==> config.mk <==
export PLATFORM = sky130hd
export DESIGN_NAME = reg_bank
export DESIGN_NICKNAME = d
export VERILOG_FILES = /design/src/rtl/reg_bank.sv
export SDC_FILE = /design/constraint.sdc
export NUM_CORES = 2
export LEC_CHECK = 0
export ABC_AREA = 0
export CAP_MARGIN = 20
export CELL_PAD_IN_SITES_DETAIL_PLACEMENT = 1
export CELL_PAD_IN_SITES_GLOBAL_PLACEMENT = 2
export CORE_UTILIZATION = 35
export DETAILED_ROUTE_END_ITERATION = 10
export HOLD_SLACK_MARGIN = 0.02
export MAX_ROUTING_LAYER = met4
export PLACE_DENSITY = 0.71
export SKIP_CTS_REPAIR_TIMING = 1
export SYNTH_ARGS = -nofsm -noshare
export SYNTH_HDL_FRONTEND = slang
export SYNTH_SLANG_ARGS = --single-unit
export TNS_END_PERCENT = 30
==> constraint.sdc <==
create_clock -name clk -period 44.3 [get_ports clk]
set_input_delay 4.43 -clock clk [delete_from_list [all_inputs] [get_ports clk]]
set_output_delay 4.43 -clock clk [all_outputs]
set_load 0.02 [all_outputs]
==> src/rtl/reg_bank.sv <==
// 32-entry general-purpose register file: two async read ports, one sync write port.
// Entry 0 reads as zero; the stack pointer leaves reset at the top-of-stack value.
module reg_bank #(
  parameter int              DATA_W   = 32,
  parameter int              SP_INDEX = 29,
  parameter logic [DATA_W-1:0] SP_RESET = DATA_W'(227),
  parameter int              RA_INDEX = 31
) (
  input  logic              clk,
  input  logic              reset,
  input  logic              RegWrite,
  input  logic [4:0]        ReadReg1,
  input  logic [4:0]        ReadReg2,
  input  logic [4:0]        WriteReg,
  input  logic [DATA_W-1:0] WriteData,
  output logic [DATA_W-1:0] ReadData1,
  output logic [DATA_W-1:0] ReadData2
);

  logic [DATA_W-1:0] regs [32];

  function automatic logic [DATA_W-1:0] rst_val(input int idx);
    logic [DATA_W-1:0] v;
    v = '0;
    if (idx == SP_INDEX)
      v = SP_RESET;
    else if (idx == RA_INDEX)
      v = '0;
    return v;
  endfunction

  // Entry 0 is held at zero; the write guard keeps it from ever changing.
  always_ff @(posedge clk or posedge reset) begin
    if (reset) begin
      for (int i = 0; i < 32; i++)
        regs[i] <= rst_val(i);
    end else if (RegWrite && WriteReg != 5'd0) begin
      regs[WriteReg] <= WriteData;
    end
  end

  assign ReadData1 = (ReadReg1 == 5'd0) ? '0 : regs[ReadReg1];
  assign ReadData2 = (ReadReg2 == 5'd0) ? '0 : regs[ReadReg2];

endmodule
* After elaboration in Yosys (flattened, before gate mapping)
Cells that the tools add are included.
** Word-level totals
- Flip-flop bits (word level) :: 1024
- Latch bits :: 0
- RAM bits :: 0
- ROM bits :: 0
- Bits of input ports :: 50
- Output and inout port bits :: 64
- Logic and storage cells :: 55
- Memories :: 0
** Operators by class
- $add $sub $neg :: 0
- Multiply operators :: 0
- Div/mod/pow operators :: 0
- Order comparisons :: 4
- Equal/unequal tests :: 0
- Shift-type cells :: 0
- Muxes and demuxes :: 11
- Bitwise operators :: 3
- Reduce and logical (&&, ||, !) cells :: 5
** Operators by type and width (count)
- $bwmux W1024 :: 1
- $bmux W32 S5 :: 2
- $mux W32 :: 7
- $demux W32 S5 :: 1
- $ge A6 B6 Y1 const B :: 3
- $not A5 Y6 :: 3
- $logic_not A5 Y1 :: 2
- $lt A6 B1 Y1 const B :: 1
- $reduce_bool A5 Y1 :: 1
- $logic_and A1 B1 Y1 :: 2

* Depth between registers and ports, before layout
- Word-level depth :: 6
- Gate-level depth with buffers :: 9
- Mapped depth without buffers :: 4

* Worst setup path before layout
No wires, ideal clock.
- Kind :: input to output
- Start :: input port ReadReg1[1]
- End :: output port ReadData1[13]
- Data arrival time :: 6473 ps
- Data required time :: 39870 ps
- Slack :: 33397 ps
- Stages :: 7
- Path buffers :: 3
- Cell sequence :: buf_2 nor2b_1 buf_2 clkbuf_1 a22oi_1 o211a_1 a2111oi_0
** On the way
- Cells in the longest elaborated chain, start to end :: 5
- Elaborated cells on any way between the ends :: 6
- Those cells by class :: 4 x mux; 1 x bitwise; 1 x reduce/logical
** Ends and longest elaborated chain
- start: declaration :: line 12 : input logic [4:0] ReadReg1,
- $not A5 Y6 (not written as such) :: line 42 : assign ReadData1 = (ReadReg1 == 5'd0) ? '0 : regs[ReadReg1];
- $bmux W32 S5 :: line 42
- $mux W32 (not written as such) (2 in series) :: line 42
- $mux W32 * :: line 42
- end: declaration :: line 16 : output logic [DATA_W-1:0] ReadData1,
Mark *: on every way between the ends. The rest lies on a longest branch, timed or not. The select of a mux whose other input is x is not followed.

* Final worst setup path
- Start :: input port ReadReg2[1]
- End :: output port ReadData2[23]
** On the way
- Cells in the longest elaborated chain, start to end :: 5
- Elaborated cells on any way between the ends :: 6
- Those cells by class :: 4 x mux; 1 x bitwise; 1 x reduce/logical
** Ends and longest elaborated chain
- start: declaration :: line 13 : input logic [4:0] ReadReg2,
- $not A5 Y6 (not written as such) :: line 43 : assign ReadData2 = (ReadReg2 == 5'd0) ? '0 : regs[ReadReg2];
- $bmux W32 S5 :: line 43
- $mux W32 (not written as such) (2 in series) :: line 43
- $mux W32 * :: line 43
- end: declaration :: line 17 : output logic [DATA_W-1:0] ReadData2
Marked as above.

==> impl_metrics.ini <==
[critical_path]
cp_data_arrival_time_ns = 9.22
critPathLaunchType = input pin
critPathCaptureType = output pin
crit_fanout = 85
reg2reg_to = regs[382]$_DFFE_PP0P_
r2r_start = regs[382]$_DFFE_PP0P_
crit_type = in2out
required_ns = 39.87
rr_worst_depth = 1
r2r_setup_slack_ns = 43.48

[route]
wl_per_cell_um = 34.6
vias_per_cell = 6.17
drt_wl_total_um = 199000
firstDrtPassIters = 5
drt.antenna.violating_nets = 0
drc = 0
vias = 35500
first_iter_violations = 3224

[global_routing]
grt_overflow = 0
grt.total_usage_pct = 26.1
antenna_found_initial = 15
grt_pass1_vias = 37600
grt_max_degree = 163
grt_pass1_wl_um = 288000

[power]
power_switching_share_pct = 28.3
comb_power_share_pct = 20.9
pwr-share-clk_pct = 34.2
intPower_mw = 2.00
p_seq_share_pct = 45.0
power_density_nw_per_um2 = 45.4
ir_worst_vdd_mv = 0.0292
p_switching_uw = 790
p_leak_nw = 26.3

[cells_and_area]
largest_register_ffs = 1024
fin_nets = 3660
drive_gt1_share_pct = 48.5
syn_to_final_growth_pct = 12.5
fin_util_pct = 39.8
finalNonFillerCells = 5752
top_regs = regs x1024
regMostFlops = regs

[timing]
slew_viol_final = 0
hold_viol = 0
fin_crit_ns = 13.65
rsz0062_at_grt = no
slew-limit-headroom_pct = 21.7
max_freq_mhz = 73.3
finClkSkew_ns = 0
worst_pin_slew_ns = 1.17
fin_setup_tns_ns = 0
finalSetupViolCount = 0
period_share_pct = 30.8

[die]
coreArea_um2 = 155000
initial_core_util_pct = 35.4
io_pins = 114
chipWidth_um = 397
fp.dieH_um = 397
dieArea_um2 = 158000
rows = 144

[job]
maxCapViolCount = 0

[yosys]
synth.area.top_cells = dfrtp_1 (47%), mux2_2 (21%), mux4_2 (16%)
synth.distinct_cells = 48
async_reset_ff_share_pct = 100
yosysMostFrequentCell = mux2_2
synth_common_cells = mux2_2 (1037), dfrtp_1 (1019), mux4_2 (398)
syn-cell-area_um2 = 54700
syn_nets = 3737
yosysSeqAreaShare_pct = 46.9
syn_inst = 3687
synth_edf_count = 0
synthFlopType = dfrtp_1
syn_avg_cell_area_um2 = 14.8
ys_warn_count = 0
synth_top_area_share_pct = 46.6
synth_area_leader_cell = dfrtp_1
synth-seq-cells = 1024

[cts]
htreeDepth = 3
clk_latency_ns = 0.73
numCtsBuffers = 114
cts_tree = built
clock_path_buffers = 3
clockRootBuffer = clkbuf_16
clk_pin_slew_ns = 0.06
numClockSinks = 1024

[placed_design]
gp_congestion = 0.807
dp_cells = 5517
dp_hpwl_um = 108000
port_buffers = 113

[run_status]
outcome = complete, no violations

[hold_path]
hold_path.startpoint = regs[992]$_DFFE_PP0P_
whs_endpoint = regs[992]$_DFFE_PP0P_
hp-class = reg2reg
holdPathStages = 0
==> through the flow <==
step	power (mW)	area (µm²)	worst slack (ns)	hold slack (ns)
floorplan	1.66	54700	11.06	0.441
global placement	1.82	57300	30.40	0.383
detailed placement	1.84	57300	30.39	0.388
CTS	2.80	61000	30.39	0.403
global route	2.91	61500	30.33	0.408
finish	2.79	61500	30.65	0.403
==> layout make-up <==
cell class / instances / area [µm²]
Antenna cell: 6 / 15.0
Clock buffer: 176 / 3390
Clock inverter: 32 / 299
Fill cell: 15500 / 93100
Inverter: 3 / 18.8
Multi-Input combinational cell: 2235 / 27200
Sequential cell: 1024 / 25600
Tap cell: 2044 / 2560
Timing Repair Buffer: 232 / 2410
==> metal layers <==
metal | vias to the layer above | track usage (%) | part of all wire (%)
met5 | - | - | 0
met4 | 0 | 8.46 | 3.1
met3 | 335 | 3.69 | 6.0
met2 | 1203 | 39.3 | 46
met1 | 19900 | 36.4 | 45
li1 | 14100 | - | -
==> power groups by stage <==
stage	Combinational [mW]	Sequential, mW	Clock (mW)
2_1_floorplan	0.444	1.22	0
3_3_place_gp	0.563	1.26	0
3_5_place_dp	0.577	1.27	0
4_1_cts	0.580	1.25	0.973
5_1_grt	0.623	1.28	1.01
6_report	0.583	1.26	0.955
==> logic make-up after synthesis <==
| logic type | count (synthesis) | synth area share [%] |
|---|---|---|
| mux | 1706 | 42.7 |
| flops | 1024 | 46.9 |
| buf+inv | 428 | 3.93 |
| compound gates | 325 | 4.45 |
| simple gates | 204 | 2.02 |
==> layout by cell type, fill, tap and decap left out, types with 12 or more instances in the layout <==
| cell type | n |
|---|---|
| mux2_2 | 1037 |
| dfrtp_1 | 1019 |
| mux4_2 | 398 |
| mux2i_1 | 271 |
| clkbuf_16 | 122 |
| clkdlybuf4s50_1 | 104 |
| buf_4 | 93 |
| a22oi_1 | 77 |
| a21oi_1 | 43 |
| a22o_1 | 42 |
| o22ai_1 | 41 |
| nor2b_1 | 36 |
| a211oi_1 | 36 |
| nor3_1 | 34 |
| clkbuf_1 | 33 |
| a2111oi_0 | 29 |
| clkbuf_8 | 29 |
| nand2_1 | 25 |
| clkinv_2 | 23 |
| o221ai_1 | 21 |
| nor2_4 | 18 |
| and2_1 | 16 |
| o32ai_1 | 15 |
| nor4_1 | 14 |
| nand3_1 | 12 |
==> worst max-delay path, cell delays in order <==
cell and delay [ns]:
buf_8 0.46, buf_12 0.59, buf_4 0.76, buf_4 0.59, mux4_2 0.58, mux2_2 0.31
o32ai_1 0.24, nor4_1 0.13, buf_2 0.22, clkdlybuf4s50_1 0.54
==> worst max-delay path by stage <==
stage	slack (ns)	from	to	cells past startpoint
floorplan	11.06	reset	regs[0]$_DFFE_PP0P_	1
global placement	30.40	ReadReg2[1]	ReadData2[7]	9
detailed placement	30.39	ReadReg2[1]	ReadData2[23]	9
CTS	30.39	ReadReg2[1]	ReadData2[23]	9
global route	30.33	ReadReg2[1]	ReadData2[23]	10
finish	30.65	ReadReg2[1]	ReadData2[23]	10
(Power assumes the default switching activity.)
